### src/rtl/cpu_pkg.sv
`default_nettype none
// ============================================================================
//  Module      : cpu_pkg
//  Description : Shared definitions for the 16-bit CPU core. Holds the word
//                and opcode widths, the opcode values, the sequencer state
//                encoding, the opcode-class record and a helper that extracts
//                the opcode field from an instruction word.
//  Revision    : 1.0  initial release
// ============================================================================
package cpu_pkg;

    localparam int WORD_W = 16;
    localparam int OP_W   = 7;

    // Opcode values (instr[15:9]). Values not listed here decode as nop.
    localparam logic [OP_W-1:0] OP_NOP = 7'h00;
    localparam logic [OP_W-1:0] OP_MOV = 7'h01;
    localparam logic [OP_W-1:0] OP_LDD = 7'h02;
    localparam logic [OP_W-1:0] OP_LDO = 7'h03;
    localparam logic [OP_W-1:0] OP_LDI = 7'h04;
    localparam logic [OP_W-1:0] OP_STD = 7'h05;
    localparam logic [OP_W-1:0] OP_STO = 7'h06;
    localparam logic [OP_W-1:0] OP_ADD = 7'h07;
    localparam logic [OP_W-1:0] OP_ADI = 7'h08;
    localparam logic [OP_W-1:0] OP_SUB = 7'h09;
    localparam logic [OP_W-1:0] OP_AND = 7'h0A;
    localparam logic [OP_W-1:0] OP_OR  = 7'h0B;
    localparam logic [OP_W-1:0] OP_CMP = 7'h0C;
    localparam logic [OP_W-1:0] OP_CMI = 7'h0D;
    localparam logic [OP_W-1:0] OP_JMP = 7'h0E;

    // Sequencer state encoding, 2 bits wide.
    typedef enum logic [1:0] {
        ST_FETCH     = 2'd0,
        ST_FETCH_IMM = 2'd1,
        ST_MEM       = 2'd2,
        ST_EXEC      = 2'd3
    } state_e;

    // Per-opcode control class.
    typedef struct packed {
        logic two_word;
        logic is_load;
        logic is_store;
    } op_class_t;

    function automatic logic [OP_W-1:0] opcode_of(input logic [WORD_W-1:0] word);
        return word[WORD_W-1 -: OP_W];
    endfunction

endpackage
`default_nettype wire

### src/rtl/cpu_sequencer_op_class.sv
`default_nettype none
// ============================================================================
//  Module      : op_class
//  Description : Purely combinational opcode classifier. Maps a 7-bit opcode
//                to {two_word, is_load, is_store}. Shared by the sequencer,
//                the instruction decoder and any future tracer.
//  Ports       : opcode_i  [6:0]  opcode field of an instruction word
//                class_o          class record (op_class_t)
//  Revision    : 1.0  initial release
// ============================================================================
module op_class
    import cpu_pkg::*;
(
    input  logic [OP_W-1:0] opcode_i,
    output op_class_t       class_o
);

    always_comb begin
        class_o = '0;
        case (opcode_i)
            OP_LDD, OP_LDO: begin
                class_o.two_word = 1'b1;
                class_o.is_load  = 1'b1;
            end
            OP_STD, OP_STO: begin
                class_o.two_word = 1'b1;
                class_o.is_store = 1'b1;
            end
            OP_LDI, OP_ADI, OP_CMI, OP_JMP: begin
                class_o.two_word = 1'b1;
            end
            // Every other opcode, defined or not, is a single-word instruction.
            default: ;
        endcase
    end

endmodule
`default_nettype wire

### src/rtl/cpu_sequencer.sv
`default_nettype none
// ============================================================================
//  Module      : cpu_sequencer
//  Description : Multi-cycle control sequencer for the 16-bit CPU core. Owns
//                the single shared memory port and steps every instruction
//                through FETCH, optional FETCH_IMM, optional MEM and EXEC.
//                Holds the IR, the immediate register and the load-data
//                register, and emits the one-cycle commit strobe that
//                qualifies all architectural writes in the datapath.
//  Ports       : clk            core clock, rising edge
//                rst_n          synchronous reset, active low
//                run_i          allows the start of a new instruction fetch
//                pc_i           current PC value
//                alu_out_i      ALU result, data address for loads/stores
//                reg_r_data_i   register-file right port, store data
//                mem_rdata_i    memory read data (valid with mem_ack_i)
//                mem_ack_i      memory completes the current request
//                mem_req_o      memory request
//                mem_we_o       1 = write, 0 = read
//                mem_addr_o     memory address
//                mem_wdata_o    memory write data (0 outside MEM)
//                instr_o        instruction register
//                imm_o          immediate register
//                ld_data_o      registered load data
//                pc_adv_o       PC += 1 after word 0 of a two-word instr
//                commit_o       one-cycle execute strobe
//                busy_o         state != FETCH or a request is pending
//  Revision    : 1.0  initial release
// ============================================================================
module cpu_sequencer
    import cpu_pkg::*;
(
    input  logic              clk,
    input  logic              rst_n,
    input  logic              run_i,
    input  logic [WORD_W-1:0] pc_i,
    input  logic [WORD_W-1:0] alu_out_i,
    input  logic [WORD_W-1:0] reg_r_data_i,
    input  logic [WORD_W-1:0] mem_rdata_i,
    input  logic              mem_ack_i,
    output logic              mem_req_o,
    output logic              mem_we_o,
    output logic [WORD_W-1:0] mem_addr_o,
    output logic [WORD_W-1:0] mem_wdata_o,
    output logic [WORD_W-1:0] instr_o,
    output logic [WORD_W-1:0] imm_o,
    output logic [WORD_W-1:0] ld_data_o,
    output logic              pc_adv_o,
    output logic              commit_o,
    output logic              busy_o
);

    state_e            state_q, state_d;
    logic [WORD_W-1:0] instr_q, instr_d;
    logic [WORD_W-1:0] imm_q,   imm_d;
    logic [WORD_W-1:0] ld_data_q, ld_data_d;

    op_class_t fetch_cls;   // class of the word on the read bus (FETCH only)
    op_class_t ir_cls;      // class of the instruction held in IR
    logic      xfer;        // request accepted by memory this cycle

    // ------------------------------------------------------------------------
    // Classification. During FETCH the branch decision must be made from the
    // word arriving on the bus since IR is only loaded at the end of the cycle;
    // in all later states IR is the source. Two instances keep the bus-control
    // path (IR-based) free of any dependency on mem_rdata.
    // ------------------------------------------------------------------------
    op_class u_cls_fetch (
        .opcode_i (opcode_of(mem_rdata_i)),
        .class_o  (fetch_cls)
    );

    op_class u_cls_ir (
        .opcode_i (opcode_of(instr_q)),
        .class_o  (ir_cls)
    );

    // ------------------------------------------------------------------------
    // Memory port. Everything here comes from state, IR and registered
    // datapath inputs, so the request stays stable through wait states.
    // mem_req is gated by rst_n so an outstanding request is dropped in the
    // very cycle reset is applied.
    // ------------------------------------------------------------------------
    always_comb begin
        mem_req_o   = 1'b0;
        mem_we_o    = 1'b0;
        mem_addr_o  = pc_i;
        mem_wdata_o = '0;
        case (state_q)
            ST_FETCH: begin
                mem_req_o = run_i;
            end
            ST_FETCH_IMM: begin
                // PC has already been advanced by pc_adv in FETCH.
                mem_req_o = 1'b1;
            end
            ST_MEM: begin
                mem_req_o   = 1'b1;
                mem_we_o    = ir_cls.is_store;
                mem_addr_o  = alu_out_i;
                mem_wdata_o = reg_r_data_i;
            end
            default: ;
        endcase
        if (!rst_n) begin
            mem_req_o = 1'b0;
            mem_we_o  = 1'b0;
        end
    end

    // An ack with no request is meaningless and is ignored here.
    assign xfer = mem_req_o & mem_ack_i;

    // ------------------------------------------------------------------------
    // Next-state and strobe logic.
    // ------------------------------------------------------------------------
    always_comb begin
        state_d   = state_q;
        instr_d   = instr_q;
        imm_d     = imm_q;
        ld_data_d = ld_data_q;
        pc_adv_o  = 1'b0;
        commit_o  = 1'b0;
        case (state_q)
            ST_FETCH: begin
                if (xfer) begin
                    instr_d = mem_rdata_i;
                    if (fetch_cls.two_word) begin
                        pc_adv_o = 1'b1;
                        state_d  = ST_FETCH_IMM;
                    end else begin
                        state_d  = ST_EXEC;
                    end
                end
            end
            ST_FETCH_IMM: begin
                if (xfer) begin
                    imm_d = mem_rdata_i;
                    if (ir_cls.is_load || ir_cls.is_store) begin
                        state_d = ST_MEM;
                    end else begin
                        state_d = ST_EXEC;
                    end
                end
            end
            ST_MEM: begin
                if (xfer) begin
                    if (ir_cls.is_load) begin
                        ld_data_d = mem_rdata_i;
                    end
                    state_d = ST_EXEC;
                end
            end
            ST_EXEC: begin
                commit_o = 1'b1;
                state_d  = ST_FETCH;
            end
            default: begin
                state_d = ST_FETCH;
            end
        endcase
        // No strobe may escape while reset is being applied.
        if (!rst_n) begin
            pc_adv_o = 1'b0;
            commit_o = 1'b0;
        end
    end

    // ------------------------------------------------------------------------
    // State register.
    // ------------------------------------------------------------------------
    always_ff @(posedge clk) begin
        if (!rst_n) begin
            state_q   <= ST_FETCH;
            instr_q   <= '0;
            imm_q     <= '0;
            ld_data_q <= '0;
        end else begin
            state_q   <= state_d;
            instr_q   <= instr_d;
            imm_q     <= imm_d;
            ld_data_q <= ld_data_d;
        end
    end

    assign instr_o   = instr_q;
    assign imm_o     = imm_q;
    assign ld_data_o = ld_data_q;
    assign busy_o    = (state_q != ST_FETCH) || mem_req_o;

endmodule
`default_nettype wire

### config.mk
export PLATFORM = sky130hd
export DESIGN_NAME = cpu_sequencer
export DESIGN_NICKNAME = d
export VERILOG_FILES = /design/src/rtl/cpu_pkg.sv /design/src/rtl/cpu_sequencer_op_class.sv /design/src/rtl/cpu_sequencer.sv
export SDC_FILE = /design/constraint.sdc
export NUM_CORES = 1
export LEC_CHECK = 0
export BUFFER_PORTS_ARGS = -buffer_cell sky130_fd_sc_hd__buf_4
export CORE_MARGIN = 1.5
export CORE_UTILIZATION = 40
export CTS_CLUSTER_SIZE = 25
export DETAILED_ROUTE_END_ITERATION = 6
export PLACE_DENSITY = 0.77
export SYNTH_ARGS = -nofsm -noshare
export SYNTH_HDL_FRONTEND = slang
export SYNTH_SLANG_ARGS = --single-unit
### constraint.sdc
create_clock -name clk -period 1.6 [get_ports clk]
set_input_delay 0.24 -clock clk [delete_from_list [all_inputs] [get_ports clk]]
set_output_delay 0.24 -clock clk [all_outputs]
set_load 0.02 [all_outputs]
* Word level (Yosys, flattened, before mapping)
Cells that the tools add are included.
** Storage, ports and cells
- Register bits after elaboration :: 50
- Logic and storage cells :: 56
** Cells by class
- Equal/unequal tests :: 18
- Mux-type cells :: 21
- Bitwise logic cells :: 1
- Reductions and logical operators :: 12
** Operator list (number)
- $eq 7x3->1 const B :: 5
- $mux 16 :: 2
- $eq 7x2->1 const B :: 4
- $eq 7x4->1 const B :: 3
- $mux 1 :: 13
- $mux 2 :: 4
- $pmux 2 s4 :: 1
- $reduce_or 8->1 :: 1
- $ne 2x2->1 const B :: 3
- $reduce_and 3->1 :: 2
- $reduce_or 2->1 :: 3
- $eq 2x2->1 const B :: 2
- $reduce_and 2->1 :: 2
- $eq 2x1->1 const B :: 1
- $logic_not 2->1 :: 1
- $logic_or 1x1->1 :: 2
- $pmux 1 s2 :: 1
- $reduce_bool 2->1 :: 1
- $and 1x1->1 :: 1

* Longest topological paths before layout
Gate-level depths: netlist (run 1).
- Word-level depth :: 8
- Gate-level depth with buffers :: 8
- Gate-level depth less buffers :: 6

* Cells and area by module
From an unflattened synthesis (run 1), not the netlist that was laid out.
** Second synthesis, totals
- Cells, all modules :: 278
- Area total of the unflattened synthesis :: 2444.8 um^2
** By module, submodules not included
- cpu_sequencer :: times used 1, cells an instance 258, area each 2287.2 um^2, sequential area each 1001.0 um^2
- op_class :: times used 2, cells an instance 10, area each 78.8 um^2, sequential area each 0.0 um^2

* Worst setup path after synthesis (run 1)
OpenSTA, ideal clock, no wires.
- Path kind :: reg2out
- Start point :: reg state_q[1]
- End point :: out pc_adv_o
- Arrival time :: 1809 ps
- Required time :: 1360 ps
- Slack :: -449 ps
- Cell stages (with the launch flop) :: 7
- Cell sequence :: dfxtp_1 inv_1 ha_1 a21o_1 nand3_4 buf_2 nor4b_2
** On the way
- Word-level cells in the longest chain between the ends :: 8
** Ends and longest elaborated chain
- start: declaration :: RTL line cpu_sequencer.sv:53 : state_e state_q, state_d;
- start signal: assignment :: RTL line cpu_sequencer.sv:179 : state_q <= state_d;
- $eq 2x2->1 or $eq 2x1->1 (tied branches) :: RTL line cpu_sequencer.sv:89 : case (state_q)
- $reduce_or 2->1 (no source line)
- $pmux 1 s2 :: RTL line cpu_sequencer.sv:89
- $mux 1 :: RTL line cpu_sequencer.sv:105 : if (!rst_n) begin
- $and 1x1->1 :: RTL line cpu_sequencer.sv:112 : assign xfer = mem_req_o & mem_ack_i;
- $mux 1 :: RTL line cpu_sequencer.sv:126 : if (xfer) begin
- $mux 1 * :: RTL line cpu_sequencer.sv:124 : case (state_q)
- $mux 1 * :: RTL line cpu_sequencer.sv:163 : if (!rst_n) begin
- end: declaration :: RTL line cpu_sequencer.sv:48 : output logic pc_adv_o,
Mark *: on every way between the ends. The rest lies on a longest branch, timed or not.

* Worst setup path in the final report (run 1)
Same ends and word-level chain as after synthesis.

==> flow_summary.yaml, run 1 <==
power:
  pwr-share-seq_pct: 30.7
  p_clk_share_pct: 15.3
  cellLeakagePower_nw: 2.08
  p_int_w: 0.00296
  pwr-share-comb_pct: 54.0
  power.density_mw_per_mm2: 1020
  p_sw_share_pct: 35.8
  power_w: 0.00460
  power_switching_w: 0.00165
  peakVddDrop_uv: 758
place:
  port_buffers: 152
  post-place-ws_ns: -0.0952
  gp_congestion: 0.802
  placed_cells: 515
  dp_hpwl_um: 6490
  placed_cell_area_mm2: 0.00398
worst_setup_path:
  r2r_slack_ns: -0.14
  reg2reg_depth: 9
  crit_type: "flop to output pin"
  critPathBufInv: 2
  critical-path-top-delay-family: "flip-flops"
  crit_path_max_fanout: 5
  path_cells: "inv_2, ha_4, a21o_4, nand3_4, nor4b_4, buf_4"
  reg2reg_to: "imm_o[10]"
  worst_path_largest_cell_delay_ns: 0.39
  r2r_start: "state_q[0]"
  slowest_stage: "dfxtp_4"
  crit_path_start_kind: "flop"
  startpoint: "state_q[1]"
  worstPathRequired_ns: 1.36
  crit_path_end_kind: "output pin"
  crit_arrival_ns: 1.61
cts:
  tritoncts: "done"
  clockBufferDepth: 2
  worst_skew_pair.late_latency_ns: 0.30
  htree_num_levels: 2
  postCtsHoldBufs: 0
  cts_buffers: 5
  cts_root_buf: "clkbuf_8"
  clock-sinks: 50
  clk_pin_slew_worst_paths_ns: 0.09
global_route:
  grt.total_usage_pct: 24.9
  grt_max_degree: 35
  grt_first_pass_wirelength_um: 13900
  antenna_found_initial: 2
  first_global_vias: 2686
  grt.overflow.total: 0
sta:
  hold_viol_final: 0
  slew_viol_final: 0
  rsz0062_at_grt: "true"
  tightest_slew_ns: 0.324
  skew_ns: 0.00652
  finalCritPeriodShare_pct: 116
  finalSetupViolCount: 71
  fin_crit_ns: 1.85
  layout_setup_ws_ns: -0.250
  max_freq_mhz: 541
  slew_headroom_pct: 78.2
logic_synthesis:
  ys_top_cells_by_count: "dfxtp_1, nand3_1, a21boi_0"
  synth_top_area_share_pct: 38.4
  synth_top_family_by_area: "simple AND/OR/NAND/NOR gates"
  synthMuxAreaShare_pct: 12.3
  ys_seq_elements: 50
  yosysWarningCount: 0
  synth_xor_area_share_pct: 1.01
  syn_area_per_cell_um2: 9.29
  synthArstFlopShare_pct: 0
  synth.most_common_cell: "dfxtp_1"
  synthTopCellsByArea: "dfxtp_1, nand3_1, a21boi_0"
  syn_area_mm2: 0.00261
  seq_area_frac_synth_pct: 38.4
  yosys.area.top_type: "dfxtp_1"
  synth_edf_count: 0
  syn_inst: 281
  synth-simple-area-share_pct: 23.4
  synth_flop_cell: "dfxtp_1"
  synth_compound_area_share_pct: 16.2
  yosys.area_share.adder_pct: 2.88
  synth_fp_nets: 355
  synth_cell_types: 42
flow_run:
  cap_violations: 0
route:
  drc_errors: 0
  ant_nets: 0
  first_iter_violations: 121
  vias: 2802
  wl_um: 9180
  via_per_inst: 5.20
  dr.pass1.iters: 4
  wl_per_cell_um: 17.0
final_layout:
  stdcell_count: 539
  layout-drive-gt1-share_pct: 54.6
  syn2layout_area_growth_pct: 73.1
  fin_area_mm2: 0.00452
  fill_cells: 486
  nets: 534
  finish.utilization_pct: 71.5
min_path:
  hold-path-cell-count: 3
  whs_endpoint: "ld_data_o[0]"
  min_from: "mem_rdata_i[0]"
  hp-class: "input port to flop"
status:
  violations: "negative setup slack"
  outcome: "finished with violations"
floorplanning:
  die_w_um: 83.8
  pin_count: 153
  die_y_um: 83.8
  fp-row-count: 29
  initial_utilization_pct: 41.3
  core_area_mm2: 0.00631
  die_area_mm2: 0.00702
## worst max path at each step
| stage | slack, ns | depth (start not counted) | to |
|---|---|---|---|
| after floorplan | -0.14 | 6 | pc_adv_o |
| after global placement | -0.008 | 7 | instr_o[15] |
| after detailed placement | -0.1 | 7 | instr_o[11] |
| after CTS | -0.25 | 6 | pc_adv_o |
| after global routing | -0.31 | 6 | pc_adv_o |
| final | -0.25 | 6 | pc_adv_o |
## what timing repair did
| item | CTS | global route |
|---|---|---|
| resized for setup | 82 | 25 |
| endpoints found under the hold margin | 0 | 0 |
| setup endpoints to repair | 68 | 81 |
| pin swaps | 19 | 12 |
| setup buffers | 8 | 2 |
| gates cloned | 4 | 1 |
## layout make-up
cell class | count | area [um2] | area share, %
Timing Repair Buffer | 193 | 1690 | 37.3
Tap cell | 77 | 96.3 | 2.13
Sequential cell | 50 | 1010 | 22.3
Multi-Input combinational cell | 207 | 1630 | 36.0
Inverter | 3 | 16.3 | 0.360
Antenna cell | 2 | 5.00 | 0.111
Clock buffer | 5 | 68.8 | 1.52
Clock inverter | 2 | 10.0 | 0.222
## stage by stage
stage / setup TNS (ns) / hold slack (ns)
detailed placement: -0.887 / 0.456
finish: -8.49 / 0.211
global route: -13.33 / 0.204
CTS: -7.89 / 0.208
global placement: -0.0221 / 0.453
floorplan: -0.162 / 0.391
## power groups by stage
stage               Sequential [W]  Clock [W]  Combinational (W)
global placement           0.00143          0            0.00191
finish                     0.00141   0.000703            0.00249
CTS                        0.00141   0.000715            0.00240
detailed placement         0.00143          0            0.00194
global route               0.00142   0.000773            0.00264
floorplan                  0.00150          0            0.00104
## kinds of logic (layout without fill, tap and decap cells)
group,count (synthesis),in the layout
other,0,2
muxes,30,30
and+or+nand+nor,105,105
xor gates and xnor gates,3,3
DFF,50,50
adders and majority gates,6,6
buffers and inverters,24,203
AOI/OAI and AO/OA,63,63
## tightest hold or removal path: cells and delay by family
family | cells | cell delay [ns]
AOI/OAI and AO/OA | 1 | 0.05
buffers and inverters | 1 | 0.12
and+or+nand+nor | 1 | 0.06
## state kept, by name, indices dropped and copies added, names as in the netlist
name,count
imm_o,16
instr_o,16
ld_data_o,16
state_q,2
## placed cells by master, fill, tap and decap left out, drive strengths merged
cell type	n
nor3b	1
and4b	1
and2	17
o311ai	1
nor4	1
mux2i	14
a21o	1
dfxtp	50
nand2	21
clkinv	2
nand4b	1
ha	6
inv	3
a21oi	5
a2111o	1
clkbuf	6
nor4b	1
and3b	2
mux2	16
xor2	1
nand3	38
a31oi	1
xnor2	2
or2	1
diode	2
nand3b	2
o221ai	1
or3	2
nor2	2
a21boi	35
buf	192
nor2b	14
o21ai	17
nand2b	1
o21a	1
## per-layer routing
metal  global-route usage, %  wire (um)
met1                    28.3       3510
met2                    46.4       4840
met3                    4.06        598
met4                    9.54        225
met5                       0          0
(Power assumes the default switching activity.)
==> run 2, diff against run 1 <==
Settings changed: CORE_ASPECT_RATIO set to 2, HOLD_SLACK_MARGIN set to 0.12, MAX_ROUTING_LAYER set to met4.
==> run 2 against run 1 <==
  * Worst hold slack better by 0.020 ns
  * Fmax is 2.3% lower
  * Largest power group unchanged
  * Count of clock-buffer cells in the layout is 2 higher
  * Die area is 0.43% higher
  * The flow still finishes with violations (negative setup slack)
  * Flip-flop and latch count stayed put
==> flow_summary.yaml, run 2 (synthesis results as in run 1) <==
sta:
  skew_ns: 0.00364
  layout_setup_ws_ns: -0.293
  whs_ns: 0.230
  hold_viol_final: 0
  finalSetupViolCount: 74
  tightest_slew_ns: 0.426
  max_freq_mhz: 528
  slew_viol_final: 0
  fin_crit_ns: 1.89
  rsz0062_at_grt: "true"
  finalCritPeriodShare_pct: 118
  slew_headroom_pct: 71.4
cts:
  htree_num_levels: 2
  cts_buffers: 5
  worst_skew_pair.late_latency_ns: 0.29
  cts_root_buf: "clkbuf_16"
  clock-sinks: 50
  clockBufferDepth: 2
  tritoncts: "done"
  postCtsHoldBufs: 0
  clk_pin_slew_worst_paths_ns: 0.07
final_layout:
  nets: 529
  syn2layout_area_growth_pct: 83.9
  fin_area_mm2: 0.00480
  fill_cells: 418
  antenna_cells: 0
  layout_commonest_cell: "buf_4"
  stdcell_count: 542
  most-common-layout-cells: "buf_4, dfxtp_1, buf_6, nand3_1, nand2_1"
  layout-drive-gt1-share_pct: 60.3
place:
  placed_cell_area_mm2: 0.00395
  gp_congestion: 1.02
  port_buffers: 152
  post-place-ws_ns: -0.0450
  dp_hpwl_um: 6620
  placed_cells: 519
min_path:
  min_from: "mem_rdata_i[14]"
  hold-path-cell-count: 3
  whs_endpoint: "ld_data_o[14]"
  hp-class: "input port to flop"
global_route:
  grt_first_pass_wirelength_um: 13900
  first_global_vias: 2861
  grt_max_degree: 35
  grt.overflow.total: 0
  grt.total_usage_pct: 26.8
  antenna_found_initial: 0
worst_setup_path:
  reg2reg_depth: 8
  slowest_stage: "dfxtp_4"
  worstPathRequired_ns: 1.36
  crit_path_end_kind: "output pin"
  worst_path_largest_cell_delay_ns: 0.39
  crit_path_start_kind: "flop"
  crit_type: "flop to output pin"
  reg2reg_to: "imm_o[11]"
  crit_path_max_fanout: 4
  r2r_start: "state_q[1]"
  crit_arrival_ns: 1.65
  r2r_slack_ns: -0.12
  path_cells: "inv_6, ha_4, a21o_1, nand3_4, nor4b_4, buf_4"
route:
  ant_nets: 0
  drc_errors: 0
  first_iter_violations: 100
  via_per_inst: 5.32
  vias: 2886
  wl_um: 10300
  wirelength_met1_um: 3490
  met2_wirelength_um: 5910
  met3_length_um: 496
  wl_per_cell_um: 18.9
  top_layer: "met4"
  dr.pass1.iters: 5
power:
  peakVddDrop_uv: 1050
  power.density_mw_per_mm2: 1100
  cellLeakagePower_nw: 2.14
  power_w: 0.00527
status:
  violations: "negative setup slack"
  outcome: "finished with violations"
floorplanning:
  die_y_um: 117
  die_w_um: 60.1
  fp-row-count: 41
  pin_count: 153
  initial_utilization_pct: 41.4
  core_area_mm2: 0.00631
  die_area_mm2: 0.00705
flow_run:
  cap_violations: 0
run 2: cell types whose count changed in the layout (fill, tap and decap cells not counted), moves of 7 or more:
cell	change
o21ai_0	-10
nand3_1	-16
and2_4	+7
a21boi_1	-10
a21boi_0	+8
buf_4	-13
clkbuf_16	+8
and2_1	-7
o21ai_1	+8
nand3_2	+15
run 2: worst max-delay path by stage:
stage	to	depth (start not counted)	startpoint
6_report	pc_adv_o	6	state_q[0]
5_1_grt	pc_adv_o	6	state_q[0]
4_1_cts	pc_adv_o	6	state_q[0]
3_5_place_dp	instr_o[3]	8	state_q[1]
3_3_place_gp	busy_o	7	state_q[1]
2_1_floorplan	pc_adv_o	6	state_q[1]
run 2: metrics by stage:
stage          setup TNS [ns]  util, %
2_1_floorplan          -0.162        -
3_3_place_gp          -0.0166     62.6
3_5_place_dp           -0.471     62.6
4_1_cts                 -5.93     69.8
5_1_grt                -12.91     76.1
6_report                -9.04     76.1
run 2: timing repair:
action                                  CTS  global route
buffers inserted                          7             3
endpoints found under the setup margin   72            83
resized for setup                        67            83
pin swaps                                 6            36
cloned                                    1             7
run 2: final cells by class:
cell class	count	area, um2	share of cell area (%)
clock buffers	7	153	3.18
clock inverters	1	8.76	0.182
inverters	3	18.8	0.391
multi-input cells	207	1780	37.2
flip-flops and latches	50	1010	21.0
well taps	86	108	2.24
repair buffers	188	1720	35.8
run 2: report_power, final:
group	internal [W]	switching (W)
combinational	0.00141	0.00132
sequential	0.00133	0.0000879
clock	0.000668	0.000456
run 2: critical path, delay by kind of cell (launching register included):
family / cells / cell delay [ns]
adder cells (fa/ha/maj): 1 / 0.27
AO/OA/AOI/OAI: 1 / 0.16
flip-flops: 1 / 0.39
AND/OR/NAND/NOR: 2 / 0.31
buffers and inverters: 2 / 0.23
run 2: routing by layer:
metal | up-vias | GRT usage [%]
met5 | - | -
met4 | 0 | 12.9
met3 | 23 | 4.18
met2 | 134 | 48.3
met1 | 1394 | 27.1
li1 | 1335 | -
==> run 3, diff against run 2 <==
Settings changed: CELL_PAD_IN_SITES_DETAIL_PLACEMENT set to 1, CELL_PAD_IN_SITES_GLOBAL_PLACEMENT set to 1, CORE_UTILIZATION 40 to 28, PLACE_DENSITY 0.77 to unset, PLACE_DENSITY_LB_ADDON set to 0.1.
==> run 3 against run 2 <==
  * The flow still finishes with violations (negative setup slack)
  * Highest routed layer unchanged
  * Largest power group unchanged
  * Die area up 41%
  * Critical path depth unchanged
  * Sequential share of layout area decreased by 0.42 points
  * Fmax grew 1.4%
  * Largest cell class is now non-clock buffers
  * Routed wire length increased by 4.3%
==> flow_summary.yaml, run 3 (synthesis results as in run 1) <==
place:
  placed_cells: 544
  port_buffers: 152
  gp_congestion: 0.909
  dp_hpwl_um: 7420
worst_setup_path:
  worstPathRequired_ns: 1.36
  crit_path_max_fanout: 4
  critical-path-top-delay-family: "flip-flops"
  crit_arrival_ns: 1.63
  crit_path_end_kind: "output pin"
  crit_type: "flop to output pin"
  slowest_stage: "dfxtp_4"
  critPathBufInv: 3
  worst_path_largest_cell_delay_ns: 0.39
  path_cells: "inv_4, ha_4, a21oi_4, nor3b_4, buf_4, buf_4"
  crit_top_cell: "buf_4"
  crit_path_start_kind: "flop"
cts:
  cts_root_buf: "clkbuf_16"
  clk_pin_slew_worst_paths_ns: 0.07
  cts_buffers: 5
  htree_num_levels: 2
  tritoncts: "done"
  worst_skew_pair.late_latency_ns: 0.29
  clock-sinks: 50
  postCtsHoldBufs: 0
  clockBufferDepth: 2
floorplanning:
  core_area_mm2: 0.00901
  die_area_mm2: 0.00995
  pin_count: 153
  die_w_um: 71.3
  initial_utilization_pct: 29.0
  fp-row-count: 49
  die_y_um: 140
sta:
  skew_ns: 0.00629
  slew_viol_final: 0
  fin_tns_setup_ns: -7.78
  fin_crit_ns: 1.87
  tightest_slew_ns: 0.441
  slew_headroom_pct: 70.6
  layout_setup_ws_ns: -0.267
  rsz0062_at_grt: "true"
  hold_viol_final: 0
  max_freq_mhz: 536
  finalCritPeriodShare_pct: 117
  whs_ns: 0.222
  finalSetupViolCount: 61
power:
  power_switching_w: 0.00191
  p_sw_share_pct: 35.5
  pwr-share-comb_pct: 53.6
  p_clk_share_pct: 20.0
  p_int_w: 0.00346
  cellLeakagePower_nw: 2.20
  peakVddDrop_uv: 893
  pwr-share-seq_pct: 26.4
  power.density_mw_per_mm2: 1090
  power_w: 0.00536
min_path:
  hp-class: "input port to flop"
final_layout:
  layout-drive-gt1-share_pct: 62.4
  nets: 540
  layout_commonest_cell: "buf_4"
  syn2layout_area_growth_pct: 88.4
  fill_cells: 1014
  stdcell_count: 568
  most-common-layout-cells: "buf_4, buf_6, dfxtp_1, a21boi_1, nand3_1"
  finish.utilization_pct: 54.5
  antenna_cells: 0
route:
  ant_nets: 0
  first_iter_violations: 79
  wl_um: 10700
  drc_errors: 0
  wl_per_cell_um: 18.8
  dr.pass1.iters: 4
  vias: 2887
  via_per_inst: 5.08
global_route:
  grt.total_usage_pct: 20.9
  grt_first_pass_wirelength_um: 15600
  globalRouteMet3Util_pct: 3.91
  gr-max-usage-layer: "met2"
  use_met1_pct: 19.5
  met2_usage_pct: 40.4
  antenna_found_initial: 0
  grt.overflow.total: 0
  grt_max_degree: 52
  first_global_vias: 2970
status:
  violations: "negative setup slack"
  outcome: "finished with violations"
flow_run:
  cap_violations: 0
run 3: cell types whose count changed in the layout (fill, tap and decap cells not counted), sizes merged:
cell	before	now
buf	184	197
clkbuf	11	7
inv	3	4
run 3: timing repair:
action,4_1_cts,5_1_grt
cloned,3,3
setup buffers,7,5
resized for setup,73,98
endpoints found under the setup margin,74,86
pin swaps,4,45
run 3: metrics by stage:
stage	area [um2]	setup slack [ns]
after global placement	4040	-0.0830
final	4920	-0.267
after detailed placement	4040	-0.121
after CTS	4550	-0.262
after global routing	4920	-0.315
after floorplan	2650	-0.138
run 3: path summary, 6_finish.rpt:
check	startpoint	to	slack (ns)	cells after the start
min reg2reg	instr_o[7]	instr_o[7]	0.45	2
max	state_q[0]	mem_req_o	-0.27	6
min	mem_rdata_i[8]	ld_data_o[8]	0.22	3
max reg2reg	state_q[0]	instr_o[14]	-0.19	9
run 3: area by class of cell:
type	instances	area [um2]	share of cell area, %
clock inverters	2	13.8	0.280
multi-input cells	207	1800	36.6
clock buffers	5	125	2.55
repair buffers	199	1830	37.1
well taps	102	128	2.60
inverters	3	13.8	0.280
flip-flops and latches	50	1010	20.6
run 3: power groups by stage:
| stage | sequential [W] | clock [W] | combinational (W) |
|---|---|---|---|
| 2_1_floorplan | 0.00150 | 0 | 0.00104 |
| 3_3_place_gp | 0.00143 | 0 | 0.00200 |
| 3_5_place_dp | 0.00143 | 0 | 0.00203 |
| 4_1_cts | 0.00141 | 0.00109 | 0.00250 |
| 5_1_grt | 0.00143 | 0.00113 | 0.00303 |
| 6_report | 0.00142 | 0.00107 | 0.00287 |
run 3: worst min-delay path, stage by stage:
cell      delay, ns
buf_4          0.12
nand3_1        0.06
a21boi_1       0.05
run 3: routing by layer:
layer | part of all wire (%) | vias up
li1 | - | 1357
met5 | 0 | -
met1 | 33 | 1400
met4 | 2.1 | 0
met2 | 59 | 116
met3 | 5.8 | 14
